[src/rtl/truth_table_sweeper_if.sv]
// Handshake/data bundle between a sweep requester and the truth-table sweeper.
// master = requester and function-under-test side, slave = sweeper.
interface truth_table_sweeper_if #(
  parameter int N = 3
);
  localparam int W = 1 << N;

  logic         start;
  logic         abort;
  logic [W-1:0] expected;
  logic         f_in;
  logic [N-1:0] x_out;
  logic         busy;
  logic         done;
  logic [W-1:0] table_out;
  logic         mismatch;
  logic [N:0]   err_count;

  modport master (
    output start, abort, expected, f_in,
    input  x_out, busy, done, table_out, mismatch, err_count
  );

  modport slave (
    input  start, abort, expected, f_in,
    output x_out, busy, done, table_out, mismatch, err_count
  );
endinterface

[src/rtl/truth_table_sweeper.sv]
// Exhaustive truth-table sweeper with settle time and minterm-mask compare.
// Define SWEEP_GRAY_EN to sweep in reflected Gray order instead of binary.
module truth_table_sweeper #(
  parameter int N      = 3,
  parameter int SETTLE = 1
) (
  input logic                 clk,
  input logic                 rst_n,
  truth_table_sweeper_if.slave bus
);
  localparam int W  = 1 << N;
  localparam int CW = (SETTLE > 1) ? $clog2(SETTLE) : 1;

  localparam logic [CW-1:0] RELOAD = CW'(SETTLE - 1);
  localparam logic [N-1:0]  ONE    = N'(1);
  localparam logic [N-1:0]  LASTI  = '1;

  typedef enum logic [1:0] {IDLE, RUN, DONE} state_t;

  state_t        state_q;
  logic [N-1:0]  idx_q;
  logic [N-1:0]  x_q;
  logic [CW-1:0] cnt_q;
  logic [W-1:0]  exp_q;
  logic [W-1:0]  tbl_q;
  logic          busy_q;
  logic          done_q;
  logic          mm_q;
  logic [N:0]    ec_q;

  logic [W-1:0]  tbl_d;
  logic [W-1:0]  diff_d;

  function automatic logic [N-1:0] code(
    input logic [N-1:0] k
  );
`ifdef SWEEP_GRAY_EN
    return k ^ (k >> 1);
`else
    return k;
`endif
  endfunction

  function automatic logic [N:0] pop(
    input logic [W-1:0] v
  );
    logic [N:0] c;
    c = '0;
    for (int i = 0; i < W; i++)
      c = c + (N+1)'(v[i]);
    return c;
  endfunction

  // Table as it will look once the current sample lands
  always_comb begin
    tbl_d        = tbl_q;
    tbl_d[x_q]   = bus.f_in;
    diff_d       = tbl_d ^ exp_q;
  end

  always_ff @(posedge clk or negedge rst_n) begin
    if (!rst_n) begin
      state_q <= IDLE;
      idx_q   <= '0;
      x_q     <= '0;
      cnt_q   <= '0;
      exp_q   <= '0;
      tbl_q   <= '0;
      busy_q  <= 1'b0;
      done_q  <= 1'b0;
      mm_q    <= 1'b0;
      ec_q    <= '0;
    end else begin
      done_q <= 1'b0;
      unique case (state_q)
        IDLE: begin
          if (bus.start) begin
            state_q <= RUN;
            exp_q   <= bus.expected;
            tbl_q   <= '0;
            mm_q    <= 1'b0;
            ec_q    <= '0;
            idx_q   <= '0;
            x_q     <= code('0);
            cnt_q   <= RELOAD;
            busy_q  <= 1'b1;
          end
        end
        RUN: begin
          if (bus.abort) begin
            state_q <= IDLE;
            busy_q  <= 1'b0;
            idx_q   <= '0;
            x_q     <= '0;
          end else if (cnt_q != '0) begin
            cnt_q <= cnt_q - 1'b1;
          end else begin
            tbl_q <= tbl_d;
            if (idx_q == LASTI) begin
              state_q <= DONE;
              busy_q  <= 1'b0;
              done_q  <= 1'b1;
              mm_q    <= |diff_d;
              ec_q    <= pop(diff_d);
            end else begin
              idx_q <= idx_q + ONE;
              x_q   <= code(idx_q + ONE);
              cnt_q <= RELOAD;
            end
          end
        end
        DONE: begin
          state_q <= IDLE;
        end
        default: begin
          state_q <= IDLE;
          busy_q  <= 1'b0;
        end
      endcase
    end
  end

  assign bus.x_out     = x_q;
  assign bus.busy      = busy_q;
  assign bus.done      = done_q;
  assign bus.table_out = tbl_q;
  assign bus.mismatch  = mm_q;
  assign bus.err_count = ec_q;
endmodule
[src/flat_wrapper.sv]
// flat-port wrapper written by rule: the top's interface ports become plain ports
module truth_table_sweeper_flat 
#(
  parameter int N      = 3,
  parameter int SETTLE = 1
)
  (clk, rst_n, bus_start, bus_abort, bus_expected, bus_f_in, bus_x_out, bus_busy, bus_done, bus_table_out, bus_mismatch, bus_err_count);
  truth_table_sweeper_if #(.N(N)) bus_i ();
  input logic clk;
  input logic rst_n;
  input wire logic [$bits(bus_i.start)-1:0] bus_start;
  input wire logic [$bits(bus_i.abort)-1:0] bus_abort;
  input wire logic [$bits(bus_i.expected)-1:0] bus_expected;
  input wire logic [$bits(bus_i.f_in)-1:0] bus_f_in;
  output wire logic [$bits(bus_i.x_out)-1:0] bus_x_out;
  output wire logic [$bits(bus_i.busy)-1:0] bus_busy;
  output wire logic [$bits(bus_i.done)-1:0] bus_done;
  output wire logic [$bits(bus_i.table_out)-1:0] bus_table_out;
  output wire logic [$bits(bus_i.mismatch)-1:0] bus_mismatch;
  output wire logic [$bits(bus_i.err_count)-1:0] bus_err_count;
  assign bus_i.start = bus_start;
  assign bus_i.abort = bus_abort;
  assign bus_i.expected = bus_expected;
  assign bus_i.f_in = bus_f_in;
  assign bus_x_out = bus_i.x_out;
  assign bus_busy = bus_i.busy;
  assign bus_done = bus_i.done;
  assign bus_table_out = bus_i.table_out;
  assign bus_mismatch = bus_i.mismatch;
  assign bus_err_count = bus_i.err_count;
  truth_table_sweeper #(.N(N), .SETTLE(SETTLE)) u_core (.clk(clk), .rst_n(rst_n), .bus(bus_i));
endmodule
[config.mk]
export PLATFORM = sky130hd
export DESIGN_NAME = truth_table_sweeper_flat
export DESIGN_NICKNAME = d
export VERILOG_FILES = /design/src/rtl/truth_table_sweeper_if.sv /design/src/rtl/truth_table_sweeper.sv /design/src/flat_wrapper.sv
export SDC_FILE = /design/constraint.sdc
export NUM_CORES = 1
export LEC_CHECK = 0
export CAP_MARGIN = 20
export CORE_MARGIN = 2
export CORE_UTILIZATION = 45
export DETAILED_ROUTE_END_ITERATION = 7
export MAX_ROUTING_LAYER = met4
export PLACE_DENSITY_LB_ADDON = 0.1
export SYNTH_ARGS = -nofsm -noshare
export SYNTH_HDL_FRONTEND = slang
export SYNTH_SLANG_ARGS = --single-unit
[constraint.sdc]
create_clock -name clk -period 10.7 [get_ports clk]
set_input_delay 1.605 -clock clk [delete_from_list [all_inputs] [get_ports clk]]
set_output_delay 1.605 -clock clk [all_outputs]
set_load 0.01 [all_outputs]
# Word-level counts from Yosys, hierarchy flattened
# Cells that the tools add are included.
dict set report totals {
  regBits 29
  output_inout_bits 18
  word_cells 82
}
dict set report op_classes {
  add_sub_neg 9
  magnitude_cmp 2
  n_eq_ne 10
  mux 39
  bitwise 2
  n_reduce_logical 11
}
# operator n
set op_table {}
lappend op_table {{adder 4 x 1 -> 4 bit} 6}
lappend op_table {{two-way mux 8 bit} 3}
lappend op_table {{two-way mux 4 bit} 4}
lappend op_table {{one-hot mux 8 bit (2 select lines)} 1}
lappend op_table {{two-way mux 1 bit} 15}
lappend op_table {{two-way mux 3 bit} 4}
lappend op_table {{AND reduction 4 bit} 3}
lappend op_table {{bitwise mux 8 bit} 1}
lappend op_table {{two-way mux 2 bit} 4}
lappend op_table {{one-hot mux 4 bit (2 select lines)} 1}
lappend op_table {{OR reduction 8 bit} 1}
lappend op_table {{XOR 8 bit} 1}
lappend op_table {{inequality test 2 bit, second input constant} 3}
lappend op_table {{inequality test 3 bit, second input constant} 2}
lappend op_table {{one-hot mux 3 bit (2 select lines)} 1}
lappend op_table {{AND reduction 3 bit} 2}
lappend op_table {{AND reduction 5 bit} 1}
lappend op_table {{less-than comparator 3 x 4 -> 1 bit, second input constant} 1}
lappend op_table {{one-hot mux 1 bit (2 select lines)} 2}
lappend op_table {{one-hot mux 2 bit (2 select lines)} 1}
lappend op_table {{adder 3 x 1 -> 3 bit, second input constant} 1}
lappend op_table {{demux 1 bit (select 3 bit)} 1}
lappend op_table {{== test 3 bit, second input constant} 1}
lappend op_table {{greater-or-equal comparator 3 x 1 -> 1 bit, second input constant} 1}
lappend op_table {{12 further kinds} 12}

# Longest topological paths before layout
# Gate-level depths: netlist of the first run.
dict set report logic_depth {
  ltp_word 17
  depth_mapped 13
}

# Worst setup path before layout of the first run
# OpenSTA, ideal clock, no wires.
dict set report synth_timing {
  kind {input -> register}
  start {input port bus_f_in}
  end {register u_core.ec_q[1] (netlist: u_core.bus.err_count[1])}
  setup_ns 0.121
  arrival_time_ns 4.506
  t_required_ns 10.579
  slack_ns 6.073
  cell_stages 11
  path_cell_list {buf_2 -> mux2i_1 -> xnor2_1 -> ha_1 -> fa_1 -> inv_1 -> fa_1 -> fa_1 -> inv_1 -> fa_1 -> a22o_1}
}
dict set report synth_via {
  elab_chain_len 13
}
# item line_no
set synth_lines {}
lappend synth_lines {{from (decl)} flat_wrapper.sv:14} ;# input wire logic [$bits(bus_i.f_in)-1:0] bus_f_in;
lappend synth_lines {{bitwise mux 8 bit *} truth_table_sweeper.sv:57} ;# tbl_d[x_q] = bus.f_in;
lappend synth_lines {{XOR 8 bit *} truth_table_sweeper.sv:58} ;# diff_d = tbl_d ^ exp_q;
lappend synth_lines {{adder 1 x 1 -> 2 bit} truth_table_sweeper.sv:50} ;# c = c + (N+1)'(v[i]);
lappend synth_lines {{adder 4 x 1 -> 4 bit (5 in series)} truth_table_sweeper.sv:50}
lappend synth_lines {{adder 4 x 1 -> 4 bit *} truth_table_sweeper.sv:50}
lappend synth_lines {{two-way mux 4 bit *} truth_table_sweeper.sv:99} ;# if (idx_q == LASTI) begin
lappend synth_lines {{two-way mux 4 bit *} truth_table_sweeper.sv:95} ;# end else if (cnt_q != '0) begin
lappend synth_lines {{two-way mux 4 bit *} truth_table_sweeper.sv:90} ;# if (bus.abort) begin
lappend synth_lines {{one-hot mux 4 bit (2 select lines) *} truth_table_sweeper.sv:75} ;# unique case (state_q)
lappend synth_lines {{to (signal assigned)} truth_table_sweeper.sv:104} ;# ec_q <= pop(diff_d);
lappend synth_lines {{to (decl)} truth_table_sweeper.sv:29} ;# logic [N:0] ec_q;
# Every way passes the cells marked *; elsewhere a longest branch is shown, timed or not. The select of a mux whose other input is x is not followed.
# A chain may end at the register's enable or synchronous reset.

# Final worst setup path of the first run
# Ends and elaborated chain as after synthesis.

==> results of run 1 <==
-- registers in the layout (all words and copies together), names as in the netlist --
name / count
u_core.bus.table_out: 8
u_core.exp_q: 8
u_core.bus.err_count: 4
u_core.bus.done: 1
u_core.state_q: 2
u_core.idx_q: 3
u_core.bus.mismatch: 1
u_core.bus.busy: 1
-- cell type report --
class | instances | area [µm²]
fillers | 312 | 1410
multi-input cells | 109 | 786
well taps | 46 | 57.6
clock buffers | 3 | 22.5
inverters | 14 | 52.6
flip-flops and latches | 28 | 701
repair buffers | 31 | 308
-- power by group through the flow --
stage | sequential [µW] | combinational, µW | clock, µW
6_report | 126 | 121 | 44.1
5_1_grt | 127 | 142 | 49.3
2_1_floorplan | 126 | 88.6 | 0
3_5_place_dp | 128 | 123 | 0
3_3_place_gp | 127 | 113 | 0
4_1_cts | 126 | 124 | 44.7
-- worst min-delay path, delay by kind of cell, from the launching register on --
| family | cells | cell delay (ns) |
|---|---|---|
| AO/OA/AOI/OAI | 1 | 0.05 |
| AND/OR/NAND/NOR | 1 | 0.04 |
| flip-flops | 1 | 0.37 |
-- cells by family after synthesis --
family	count (synthesis)	synth area share, %
flip-flops	28	44.6
XOR/XNOR	9	5.97
multiplexers	9	5.73
AND/OR/NAND/NOR	54	17.0
adder cells (fa/ha/maj)	10	9.87
AO/OA/AOI/OAI	27	11.5
buffers and inverters	20	5.41
-- per-stage QoR --
step / hold WS [ns] / setup slack, ns / utilization, % / total power, µW / cell area (µm²)
6_report: 0.491 / 5.78 / 57.7 / 291 / 1930
2_1_floorplan: 0.466 / 6.07 / - / 215 / 1570
5_1_grt: 0.529 / 5.59 / 57.7 / 319 / 1930
3_3_place_gp: 0.466 / 5.48 / 57.1 / 240 / 1900
3_5_place_dp: 0.470 / 5.39 / 57.1 / 251 / 1900
4_1_cts: 0.503 / 5.74 / 57.7 / 294 / 1930
-- path summary, 6_finish.rpt --
check,slack (ns),endpoint,cells past startpoint
max,5.78,u_core.bus.err_count[1]$_DFFE_PN0P_,11
min,0.49,u_core.bus.err_count[0]$_DFFE_PN0P_,2
max reg2reg,6.71,u_core.bus.err_count[1]$_DFFE_PN0P_,11
min reg2reg,0.49,u_core.bus.err_count[0]$_DFFE_PN0P_,2
max in group asynchronous,8.81,u_core.bus.table_out[0]$_DFFE_PN0P_,2
min in group asynchronous,1.64,u_core.bus.done$_DFF_PN0_,2
-- cells in the mapped netlist (4+ instances only) --
cell / n / area (µm²)
a21oi_1: 5 / 25.0
a22o_1: 5 / 43.8
dfrtp_1: 28 / 701
fa_1: 4 / 80.1
ha_1: 6 / 75.1
inv_1: 14 / 52.6
mux2i_1: 9 / 90.1
nand2_1: 32 / 120
nand3_1: 4 / 20.0
nor2_1: 4 / 15.0
o21ai_0: 8 / 40.0
o22ai_1: 4 / 25.0
xor2_1: 4 / 35.0
-- per-layer routing --
| layer | track usage (%) | up-vias | wire [µm] | part of all wire (%) |
|---|---|---|---|---|
| met1 | 23.8 | 557 | 1550 | 48 |
| met3 | 3.39 | 4 | 152 | 4.7 |
| met4 | 5.56 | 0 | 34 | 1.1 |
| met2 | 28.1 | 34 | 1480 | 46 |
| met5 | - | - | 0 | 0 |
| li1 | - | 586 | - | - |
==> out/results.ini, run 1 <==
[status]
status=finished, final reports clean

[critical_path]
worstSetupStartpoint=bus_f_in
crit_buf_inv=3
crit_family=adder cells
arrival_ns=5.16
slowest_delay_ns=0.66
cp_cell_sequence=clkdlybuf4s50_1, mux2i_1, xnor2_1, ha_1, fa_1, inv_1, fa_1, fa_1, inv_1, fa_1, a22o_1
critPathKind=input port to register
startpoint_type=input port
cp_slowest_cell=clkdlybuf4s50_1
endpoint_kind=register
cp_max_fo=10
crit_top_cell=fa_1
cp.required_ns=10.94
r2r_start=u_core.idx_q[0]$_DFFE_PN0P_

[synth]
syn_nets=180
synth_edf_count=0
ys.flop_type=dfrtp_1
syn_area_um2=1570
yosysUniqueCellTypes=29
seq_area_frac_synth_pct=44.6
synthArstFlopShare_pct=100
yosys_warnings=0
ys_ff_latch=28
syn_inst=157
synth_area_per_cell_um2=10.0

[clocking]
cts_setup_buffers=0
cts_inserted_buffers=3
htreeDepth=1
clkLatencyLatePin_ns=0.33
ctsHoldBuffers=0
cts_resized=0
clkTransAtPathRegs_ns=0.15
cts_tree=done
cts-root-buf=clkbuf_4
clock_sinks=28
cts_buffer_depth=2

[global_route]
antenna_found_initial=0
grt.total_usage_pct=18.0
overflow=0
grt_pass1_vias=1166
grt_start_max_net_pins=29
grt_pass1_wl_mm=5.42

[timing]
worst_pin_slew_ns=0.482
finClkSkew_ns=0.00563
fin_crit_sh_pct=46.0
hold_viol_final=0
setup_tns_ns=0
fmax_ghz=0.203
setup_viol=0
maxSlewViolCount=0
rsz0062_at_grt=false
worst_slew_margin_rel_pct=67.8
layout_min_cycle_time_ns=4.92

[route]
drc=0
firstDrtPassIters=7
wl_mm=3.22
drtAntennaViolNets=0
num_vias=1181
wire_per_inst_um=13.9
dr.first_iter.drc_count=43
vias_per_cell=5.11

[floorplan]
die_w_um=63.1
rows=21
core_um2=3340
ios=31
die_h_um=63.1
dieArea_um2=3980
start_util_pct=47.1

[placement]
placed_cells=228
io_buffer_count=30
gp_congestion=0.878
dp_hpwl_mm=2.39

[power]
p_clk_share_pct=15.1
swShare_pct=36.3
ir_drop_mv=0.0710
pwr_density_cell_nw_per_um2=151
combPwrFrac_pct=41.7
p_leak_uw=0.000912
p_int_uw=185
pwr-share-seq_pct=43.2
power.switching_uw=106

[flow_run]
drv_cap=0

[final_layout]
layout.nets=210
drive_above_1_share_pct=4.86
syn_to_final_growth_pct=22.6
antenna_cells=0
layoutNonFillerInstCount=231
final_common_cell=nand2_1
final_cell_mix=nand2_1, clkdlybuf4s50_1, dfrtp_1, inv_1, mux2i_1

[worst_hold_path]
min_from=u_core.bus.err_count[0]$_DFFE_PN0P_
worstHoldPathType=register to register

Note: power is estimated with default switching activity, not from simulation.
==> run 2: changes to the inputs <==
==> constraint.sdc (replaced) <==
create_clock -name clk -period 4.43 [get_ports clk]
set_input_delay 0.6645 -clock clk [delete_from_list [all_inputs] [get_ports clk]]
set_output_delay 0.6645 -clock clk [all_outputs]
set_load 0.01 [all_outputs]
==> out/results.ini, run 2 (synthesis gave the netlist of run 1 again) <==
[route]
vias_per_cell=5.16  ; was 5.11
firstDrtPassIters=4  ; was 7
num_vias=1192  ; was 1181
drtAntennaViolNets=0  ; unchanged
dr.first_iter.drc_count=56  ; was 43
wire_per_inst_um=13.7  ; was 13.9 µm
wl_mm=3.16  ; was 3.22 mm
drc=0  ; unchanged

[final_layout]
syn_to_final_growth_pct=22.6  ; unchanged
antenna_cells=0  ; unchanged
drive_above_1_share_pct=4.86  ; unchanged
final_common_cell=nand2_1  ; unchanged
final_cell_mix=nand2_1, clkdlybuf4s50_1, dfrtp_1, inv_1, mux2i_1  ; unchanged
n_fill_cell=310  ; was 312
layout.nets=210  ; unchanged

[critical_path]
cp.required_ns=4.66  ; was 10.94 ns
path_depth=11  ; unchanged
cp_cell_sequence=nor3_1, mux2i_1, xnor2_1, ha_1, fa_1, inv_1, fa_1, fa_1, inv_1, fa_1, a22o_1  ; was clkdlybuf4s50_1, mux2i_1, xnor2_1, ha_1, fa_1, inv_1, fa_1, fa_1, inv_1, fa_1, a22o_1
critPathKind=register to register  ; was input port to register
arrival_ns=4.26  ; was 5.16 ns
slowest_delay_ns=0.54  ; was 0.66 ns
crit_top_cell=fa_1  ; unchanged
endpoint_kind=register  ; unchanged
reg2regPathDepth=11  ; unchanged
crit_family=adder cells  ; unchanged
r2r_slack_ns=0.40  ; was 6.71 ns
cp_slowest_cell=dfrtp_1  ; was clkdlybuf4s50_1
crit_buf_inv=2  ; was 3
cp_max_fo=11  ; was 10
startpoint_type=register  ; was input port

[clocking]
clkTransAtPathRegs_ns=0.15  ; about the same
htreeDepth=1  ; unchanged
clock_sinks=28  ; unchanged
ctsHoldBuffers=0  ; unchanged
cts_buffer_depth=2  ; unchanged
cts-root-buf=clkbuf_4  ; unchanged
cts_tree=done  ; unchanged
clkLatencyLatePin_ns=0.32  ; was 0.33 ns
cts_resized=0  ; unchanged
cts_setup_buffers=0  ; unchanged
cts_inserted_buffers=3  ; unchanged

[placement]
io_buffer_count=30  ; unchanged
dp_hpwl_mm=2.35  ; was 2.39 mm
gp_congestion=0.826  ; was 0.878

[timing]
finClkSkew_ns=0.00308  ; was 0.00563 ns
layout_min_cycle_time_ns=4.03
setup_viol=0  ; unchanged
maxSlewViolCount=0  ; unchanged
fin_crit_sh_pct=90.9
rsz0062_at_grt=false  ; unchanged
worst_slew_margin_rel_pct=67.8  ; about the same
hold_viol_final=0  ; unchanged
setup_tns_ns=0  ; unchanged
fmax_ghz=0.248
worst_pin_slew_ns=0.484  ; was 0.482 ns

[power]
p_clk_share_pct=15.1  ; about the same
pwr-share-seq_pct=43.9  ; was 43.2%
swShare_pct=35.8  ; was 36.3%
power.switching_uw=248  ; was 106 µW
combPwrFrac_pct=41.0  ; was 41.7%
p_int_uw=444  ; was 185 µW
p_leak_uw=0.000912  ; unchanged
ir_drop_mv=0.169  ; was 0.0710 mV
pwr_density_cell_nw_per_um2=359  ; was 151 nW/µm²
finalPower_uw=692  ; was 291 µW

[floorplan]
dieArea_um2=3980  ; unchanged
die_w_um=63.1  ; unchanged
rows=21  ; unchanged
start_util_pct=47.1  ; unchanged
die_h_um=63.1  ; unchanged
core_um2=3340  ; unchanged
ios=31  ; unchanged

[worst_hold_path]
hold_depth=2  ; unchanged
worstHoldPathType=register to register  ; unchanged

[global_route]
overflow=0  ; unchanged
grt_pass1_wl_mm=5.36  ; was 5.42 mm
grt_start_max_net_pins=29  ; unchanged
grt_pass1_vias=1186  ; was 1166
antenna_found_initial=0  ; unchanged
grt.total_usage_pct=17.7  ; was 18.0%

[status]
status=finished, final reports clean  ; unchanged

[flow_run]
drv_cap=0  ; unchanged

[run 2: cell counts in the layout (fill, tap and decap cells not counted)]
Identical to the previous run, type by type.
[run 2: stage by stage]
step / instances / hold slack (ns) / worst slack, ns / cell area, µm² / utilization (%)
2_1_floorplan: 157 / 0.369 / 0.594 / 1570 / -
3_3_place_gp: 228 / 0.466 / 0.155 / 1900 / 57.1
3_5_place_dp: 228 / 0.474 / 0.0676 / 1900 / 57.1
4_1_cts: 231 / 0.506 / 0.398 / 1930 / 57.7
5_1_grt: 231 / 0.535 / 0.214 / 1930 / 57.7
6_report: 231 / 0.495 / 0.404 / 1930 / 57.7
[run 2: worst paths after layout]
| check | from | endpoint |
|---|---|---|
| setup / recovery | u_core.idx_q[0]$_DFFE_PN0P_ | u_core.bus.err_count[1]$_DFFE_PN0P_ |
| hold / removal | u_core.bus.err_count[0]$_DFFE_PN0P_ | u_core.bus.err_count[0]$_DFFE_PN0P_ |
| setup reg to reg | u_core.idx_q[0]$_DFFE_PN0P_ | u_core.bus.err_count[1]$_DFFE_PN0P_ |
| hold reg to reg | u_core.bus.err_count[0]$_DFFE_PN0P_ | u_core.bus.err_count[0]$_DFFE_PN0P_ |
| max in group asynchronous | rst_n | u_core.bus.table_out[0]$_DFFE_PN0P_ |
| min in group asynchronous | rst_n | u_core.exp_q[6]$_DFFE_PN0P_ |
[run 2: final cells by class]
class	instances	area (µm²)	share of cell area, %
clock buffers	3	22.5	1.17
inverters	14	52.6	2.73
multi-input cells	109	786	40.8
flip-flops and latches	28	701	36.4
well taps	46	57.6	2.99
repair buffers	31	308	16.0
[run 2: power groups by stage]
stage	combinational, µW	clock, µW	sequential, µW
3_3_place_gp	272	0	308
4_1_cts	290	110	304
2_1_floorplan	214	0	304
5_1_grt	329	121	307
6_report	284	105	304
3_5_place_dp	289	0	308
[run 2: worst reg2reg max path: cells and delay by family, from the launching register on]
kind | cells | cell delay [ns]
AO/OA/AOI/OAI | 1 | 0.21
XOR/XNOR | 1 | 0.17
adder cells (fa/ha/maj) | 5 | 2.15
buffers and inverters | 2 | 0.15
flip-flops | 1 | 0.54
multiplexers | 1 | 0.27
AND/OR/NAND/NOR | 1 | 0.44
[run 2: metal layers]
layer / part of all wire (%) / GRT usage (%) / wire length [µm] / vias to the layer above
li1: - / - / - / 586
met1: 46 / 22.3 / 1460 / 576
met4: 0.54 / 5.00 / 17 / 0
met3: 3.5 / 2.50 / 109 / 2
met2: 50 / 29.8 / 1570 / 28
met5: 0 / - / 0 / -
